**config.mk**
```make
export PLATFORM = sky130hd
export DESIGN_NAME = c_pair_seq_acc
export DESIGN_NICKNAME = d
export VERILOG_FILES = /design/src/rtl/c_pair_seq_acc.sv
export SDC_FILE = /design/constraint.sdc
export NUM_CORES = 1
export LEC_CHECK = 0
export ABC_CLOCK_PERIOD_IN_PS = 2500
export CAP_MARGIN = 10
export CORE_MARGIN = 2
export CORE_UTILIZATION = 37
export CTS_CLUSTER_SIZE = 10
export DETAILED_ROUTE_END_ITERATION = 6
export PLACE_DENSITY = 0.64
export REMOVE_ABC_BUFFERS = 1
export SLEW_MARGIN = 20
export SYNTH_ARGS = -nofsm -noshare
export SYNTH_HDL_FRONTEND = slang
export SYNTH_SLANG_ARGS = --single-unit
```
**constraint.sdc**
```tcl
create_clock -name clk -period 2.5 [get_ports clk]
set_input_delay 0.75 -clock clk [delete_from_list [all_inputs] [get_ports clk]]
set_output_delay 0.75 -clock clk [all_outputs]
set_load 0.05 [all_outputs]
```
**src/rtl/c_pair_seq_acc.sv**
```systemverilog
// c_pair_seq_acc: sweeps address pairs into a paired C-ROM stage and accumulates
// the LAT-cycle-delayed pair sums into a 23-bit total.
// Optional build macro C_PAIR_SEQ_ACC_MAX_EN adds max_pair, the largest valid
// result_in seen during the current sweep.
module c_pair_seq_acc #(
    parameter int unsigned LAT = 3
) (
    input  logic        clk,
    input  logic        reset,
    input  logic        start,
    input  logic [6:0]  base,
    input  logic [5:0]  npairs,
    output logic        ena,
    output logic [6:0]  adrC,
    output logic [6:0]  adrCnext,
    input  logic [16:0] result_in,
    output logic        busy,
    output logic        done,
    output logic [22:0] sum
`ifdef C_PAIR_SEQ_ACC_MAX_EN
    ,
    output logic [16:0] max_pair
`endif
);

    typedef enum logic [1:0] {
        StIdle,
        StIssue,
        StDrain,
        StDone
    } state_e;

    state_e           state_q;
    // Pairs still to issue after the current one; npairs=0 loads 63, i.e. 64 pairs.
    logic [5:0]       cnt_q;
    logic [LAT-1:0]   vpipe_q;
    logic [LAT-1:0]   vpipe_d;
    logic             res_valid;

    assign res_valid = vpipe_q[LAT-1];

    // Valid pipe tracks which returning result_in samples belong to issued pairs.
    always_comb begin
        vpipe_d    = vpipe_q << 1;
        vpipe_d[0] = ena;
    end

    // Sweep FSM with registered outputs, valid pipe and accumulator.
    always_ff @(posedge clk) begin
        if (reset) begin
            state_q  <= StIdle;
            cnt_q    <= '0;
            vpipe_q  <= '0;
            ena      <= 1'b0;
            adrC     <= '0;
            adrCnext <= '0;
            busy     <= 1'b0;
            done     <= 1'b0;
            sum      <= '0;
`ifdef C_PAIR_SEQ_ACC_MAX_EN
            max_pair <= '0;
`endif
        end else begin
            vpipe_q <= vpipe_d;
            if (res_valid) begin
                sum <= sum + {6'd0, result_in};
`ifdef C_PAIR_SEQ_ACC_MAX_EN
                if (result_in > max_pair) begin
                    max_pair <= result_in;
                end
`endif
            end

            unique case (state_q)
                StIdle: begin
                    if (start) begin
                        state_q  <= StIssue;
                        busy     <= 1'b1;
                        ena      <= 1'b1;
                        adrC     <= base;
                        adrCnext <= base + 7'd1;
                        cnt_q    <= npairs - 6'd1;
                        sum      <= '0;
`ifdef C_PAIR_SEQ_ACC_MAX_EN
                        max_pair <= '0;
`endif
                    end
                end
                StIssue: begin
                    if (cnt_q == 6'd0) begin
                        state_q  <= StDrain;
                        ena      <= 1'b0;
                        adrC     <= '0;
                        adrCnext <= '0;
                    end else begin
                        cnt_q    <= cnt_q - 6'd1;
                        adrC     <= adrC + 7'd2;
                        adrCnext <= adrC + 7'd3;
                    end
                end
                StDrain: begin
                    // Last result has been folded in once the pipe is empty.
                    if (vpipe_q == '0) begin
                        state_q <= StDone;
                        busy    <= 1'b0;
                        done    <= 1'b1;
                    end
                end
                StDone: begin
                    done    <= 1'b0;
                    state_q <= StIdle;
                end
                default: begin
                    state_q <= StIdle;
                end
            endcase
        end
    end

endmodule
```
# Word-level counts from Yosys, hierarchy flattened
# Cells that the tools add are included.
dict set report totals {
  reg_bits 51
  in_bits 33
  out_inout_bits 40
  elab_cells 57
}
dict set report op_classes {
  n_addsub 6
  n_eq_ne 7
  muxes 23
  reduce_logical 12
}
# operator count
set op_table {}
lappend op_table {{23-bit two-way mux} 3}
lappend op_table {{7-bit two-way mux} 4}
lappend op_table {{7-bit case mux with 2 select lines} 2}
lappend op_table {{23-bit by 17-bit adder with 23-bit output} 1}
lappend op_table {{7-bit by 2-bit adder with 7-bit output (second input constant)} 2}
lappend op_table {{6-bit two-way mux} 2}
lappend op_table {{6-bit case mux with 2 select lines} 1}
lappend op_table {{3-bit AND reduction} 4}
lappend op_table {{6-bit by 1-bit subtractor with 6-bit output (second input constant)} 2}
lappend op_table {{2-bit != test (second input constant)} 4}
lappend op_table {{2-bit case mux with 4 select lines} 1}
lappend op_table {{7-bit by 1-bit adder with 7-bit output (second input constant)} 1}
lappend op_table {{6-bit logical NOT} 1}
lappend op_table {{2-bit two-way mux} 3}
lappend op_table {{1-bit case mux with 2 select lines} 3}
lappend op_table {{2-bit nonzero test} 3}
lappend op_table {{2-bit == test (second input constant)} 2}
lappend op_table {{1-bit two-way mux} 4}
lappend op_table {{2-bit AND reduction} 2}
lappend op_table {{3-bit logical NOT} 1}
lappend op_table {{2-bit by 1-bit == test with 1-bit output (second input constant)} 1}
lappend op_table {{2-bit logical NOT} 1}

# Logic depth before layout (Yosys ltp)
dict set report depth {
  word_depth 4
  mapped_depth 10
  ltp_nobuf 9
}

# Worst setup path after synthesis
# OpenSTA, ideal clock, no wires.
dict set report synth_timing {
  path_type {in2reg}
  start {input port result_in[0]}
  end {register sum[12]}
  setup_time_ps 128
  arrival_time_ps 2484
  required_time_ps 2372
  path_slack_ps -111
  path_stages 9
  path_buffers 0
  path_cell_list {ha_1 fa_1 a211oi_1 o21ai_0 a21oi_1 o21ai_0 xor2_1 mux2i_1 nor2_1}
}
dict set report synth_via {
  elab_chain_cells 4
}
# element line_no
set synth_rtl {}
lappend synth_rtl {{start: declaration} 16} ;# input logic [16:0] result_in,
lappend synth_rtl {{23-bit by 17-bit adder with 23-bit output *} 66} ;# sum <= sum + {6'd0, result_in};
lappend synth_rtl {{23-bit two-way mux *} 65} ;# if (res_valid) begin
lappend synth_rtl {{23-bit two-way mux} 76} ;# if (start) begin
lappend synth_rtl {{23-bit two-way mux *} 74} ;# unique case (state_q)
lappend synth_rtl {{end signal: assignment} 66}
lappend synth_rtl {{end: declaration} 19} ;# output logic [22:0] sum
# Mark *: on every way between the ends. The rest lies on a longest branch, timed or not.
# A chain may end at the register's enable or synchronous reset.

# Final worst setup path
dict set report layout_timing {
  start {input port result_in[7]}
  end {register sum[21]}
}
# The elaborated chain is that of the path after synthesis.

==> summary by stage <==
Yosys
The number of warnings issued by yosys is 0. sky130_fd_sc_hd__dfxtp_1 takes more of the synthesized area than any other cell. The mapped netlist covers 3300 sq um. The synthesized design devotes to its leading area cell type 30.9% of total area. After synthesis, the cell types taking the most area are sky130_fd_sc_hd__dfxtp_1, sky130_fd_sc_hd__ha_1, sky130_fd_sc_hd__nor2_1. The mean cell area of the mapped netlist is 8.08 sq um. sky130_fd_sc_hd__nor2_1 is the most common cell in the netlist. Counting flops with an async set or reset pin after synthesis yields a share of 0%. The count of cell types in the netlist is 48.

The sequential-to-total area share from yosys stat is 30.9%. Counting every instance in the synthesized netlist gives 409. The register bit count reported by yosys is 51. The most common flop cell mapped by yosys is sky130_fd_sc_hd__dfxtp_1. The number of flops mapped to enable cells by yosys is 0. The commonest cells after synthesis are sky130_fd_sc_hd__nor2_1, sky130_fd_sc_hd__dfxtp_1, sky130_fd_sc_hd__o21ai_0.

Die
The floorplan has 34 rows. The horizontal extent of the die is 98.5 um. The top-level port count is 73.

The vertical die dimension is 98.5 um. The region available for standard cell placement spans 8680 sq um. The die covers 9700 sq um. The starting density of the core is 38.1%.

Power and ir drop
In this run, flip-flops and latches consume 30.3% of the power. In this run, the combinational gates consume 54.0% of the power. The clock network burns 15.7% of the power. The static leakage is 0.00189 uW.

For this design the ratio of total power to cell area is 826 nW/um^2. The fraction of power spent switching nets is 44.6%. Summed over all nets, the switching power comes to 1750 uW. The internal portion of the total power is 2180 uW. Across the VDD grid, the largest voltage drop is 0.621 mV.

Setup path
The data arrival at the endpoint of the critical path is 2.66 ns. STA classifies the critical path startpoint as a primary input. STA classifies the critical path endpoint as a flop.

The class of the most critical setup path is primary input to flop. In this run the worst path has a maximum fanout of 6. At the worst endpoint, the required time is 2.72 ns.

Cells and area
The final layout contains 582 nets. The count of inserted antenna diode cells is 0. In the final layout, the share of cells above drive strength 1 is 18.2%. Excluding fillers, the count of instances in the completed layout stands at 631. Summing all non-filler instances in the final layout gives an area of 4760 sq um. The layout filler cell count is 811.

From synthesis to final layout, the design area changed by 44.2%. Measured on the finished design, the core utilization comes to 54.9%.

Timing
The worst clock skew is 0.00889 ns. The worst slew slack as a fraction of its limit is 65.4%. Based on the critical path, the design can be clocked at up to 409 MHz. The final count of hold timing violations is 0.

For the pin with the worst max-slew slack, the measured transition is 0.517 ns. The number of pins exceeding their max-slew limit in the final report is 0. The final critical-path required period is 2.45 ns. Setup violations remaining at the end of the flow were counted as 0. The post-route fraction of the period consumed by the critical path is 97.8%. The setup TNS after final layout is 0 ns.

CTS
The clock passes through at most 2 buffers. The later pin in the worst-skew pair is clocked with a latency of 0.31 ns. The clock drives 51 sinks. The clock root buffer is sky130_fd_sc_hd__clkbuf_8.

The clock slew at the register clock pins of the worst setup and hold paths is 0.10 ns. TritonCTS built the clock tree. The number of clock buffers added by TritonCTS is 5. The depth of the CTS H-tree is 2.

Global routing
The via count of the first global-routing pass came to 3,177. The all-layer global routing usage is 17.5%. The maximum number of pins on one net before global-route repair is 32. The residual overflow from global routing is 0. The global-route wire length before repair is 14,300 um. The initial antenna violation count is 0.

Place
The port buffer count is 72. The final weighted congestion in routability-driven placement is 0.862. Counting tap cells, the placed design contains a total of 619 instances.

The instance area after placement is 4440 sq um. Summed over all nets, the half-perimeter wirelength after detailed placement is 6350 um.

Route
The total number of vias is 3,338. The number of remaining DRC errors is 0. The number of nets with antenna violations after detailed routing is 0. The total detailed-routing wirelength is 8650 um. The final routed wire length divided by cell count is 13.7 um.

In this run, the number of DRC markers left after iteration 0 of detailed routing was 90. For this run, the detailed router's first-pass iteration total came to 4. Dividing the detail-routed via count by the number of cells gives 5.29.

Job
The tool flagged a number of max-cap violations equal to 0.

Outcome
The flow ran to the end, and the final reports show no timing, DRC or antenna violations.

Min path
The worst hold path belongs to the class flop to flop.
## area by class of cell
type | instances | area (sq um) | share of cell area [%]
clock buffers | 6 | 82.6 | 1.73
flip-flops and latches | 51 | 1020 | 21.4
clock inverters | 2 | 35.0 | 0.735
repair buffers | 125 | 1130 | 23.6
multi-input cells | 322 | 2300 | 48.3
well taps | 108 | 135 | 2.84
inverters | 17 | 63.8 | 1.34
## through the flow
stage,hold WS (ns),total power (uW),setup WS [ns]
2_1_floorplan,0.439,2580,-0.122
3_3_place_gp,0.449,3260,-0.542
3_5_place_dp,0.453,3300,-0.563
4_1_cts,0.473,3940,-0.0242
5_1_grt,0.485,4240,-0.00578
6_report,0.468,3930,0.0542
## logic make-up after synthesis
family,after synthesis,share of synthesized area [%]
multiplexers,16,4.88
AO/OA/AOI/OAI,116,22.8
flip-flops,51,30.9
buffers and inverters,36,4.39
AND/OR/NAND/NOR,130,17.8
XOR/XNOR,33,8.75
adder cells (fa/ha/maj),27,10.5
## registers in the layout, indices dropped and copies added, names as in the netlist
signal and count:
state_q 2, vpipe_q 3, sum 23, adrC 7, ena 1, cnt_q 6
busy 1, done 1, adrCnext 7
## timing repair
item | in CTS | in global routing
pin swaps | 6 | 12
setup buffers | 1 | 3
hold buffers | 0 | 0
endpoints found under the hold margin | 0 | 0
resized for setup | 12 | 21
endpoints found under the setup margin | 15 | 18
## worst max-delay path, stage by stage
cell,delay (ns)
sky130_fd_sc_hd__clkdlybuf4s50_1,0.46
sky130_fd_sc_hd__ha_4,0.32
sky130_fd_sc_hd__nand4_1,0.12
sky130_fd_sc_hd__or2_1,0.25
sky130_fd_sc_hd__o211a_4,0.27
sky130_fd_sc_hd__a311oi_2,0.29
sky130_fd_sc_hd__xnor2_1,0.15
sky130_fd_sc_hd__nor2_1,0.05
## power groups by stage
stage | clock network [uW] | registers [uW] | logic, uW
6_report | 618 | 1190 | 2120
5_1_grt | 673 | 1220 | 2340
3_3_place_gp | 0 | 1200 | 2060
2_1_floorplan | 0 | 1570 | 1010
4_1_cts | 637 | 1190 | 2120
3_5_place_dp | 0 | 1200 | 2100
## cells in the final DEF, fill, tap and decap left out, types with 4 or more instances in the layout
| master | n |
|---|---|
| sky130_fd_sc_hd__o221ai_1 | 10 |
| sky130_fd_sc_hd__a21oi_2 | 6 |
| sky130_fd_sc_hd__nor3_1 | 8 |
| sky130_fd_sc_hd__clkbuf_8 | 6 |
| sky130_fd_sc_hd__clkdlybuf4s50_1 | 67 |
| sky130_fd_sc_hd__o21ai_0 | 28 |
| sky130_fd_sc_hd__xnor2_1 | 17 |
| sky130_fd_sc_hd__nor2b_1 | 5 |
| sky130_fd_sc_hd__a21oi_1 | 22 |
| sky130_fd_sc_hd__dlymetal6s2s_1 | 4 |
| sky130_fd_sc_hd__o22ai_1 | 4 |
| sky130_fd_sc_hd__nor2_1 | 55 |
| sky130_fd_sc_hd__dfxtp_1 | 51 |
| sky130_fd_sc_hd__nand3_1 | 12 |
| sky130_fd_sc_hd__ha_1 | 18 |
| sky130_fd_sc_hd__mux2i_1 | 15 |
| sky130_fd_sc_hd__a211oi_1 | 8 |
| sky130_fd_sc_hd__buf_4 | 54 |
| sky130_fd_sc_hd__ha_4 | 6 |
| sky130_fd_sc_hd__xor2_1 | 16 |
| sky130_fd_sc_hd__a22oi_1 | 6 |
| sky130_fd_sc_hd__a21o_1 | 7 |
| sky130_fd_sc_hd__nand2_1 | 30 |
| sky130_fd_sc_hd__inv_1 | 16 |
## routing by layer
layer  GRT usage (%)  wire length (um)  vias up
li1                -                 -     1692
met1            22.3              4100     1554
met2            30.6              4060       82
met3            3.48               396       10
met4            4.11                92        0
met5               0                 0        -
## path summary, 6_finish.rpt
path                              startpoint  depth (start not counted)          to  slack (ns)
worst max register to register        sum[0]                         10      sum[8]        0.34
worst min-delay path              vpipe_q[0]                          1  vpipe_q[1]        0.47
worst min register to register    vpipe_q[0]                          1  vpipe_q[1]        0.47
worst max-delay path            result_in[7]                          8     sum[21]        0.05
No activity file was read; power rests on OpenSTA's default activity.
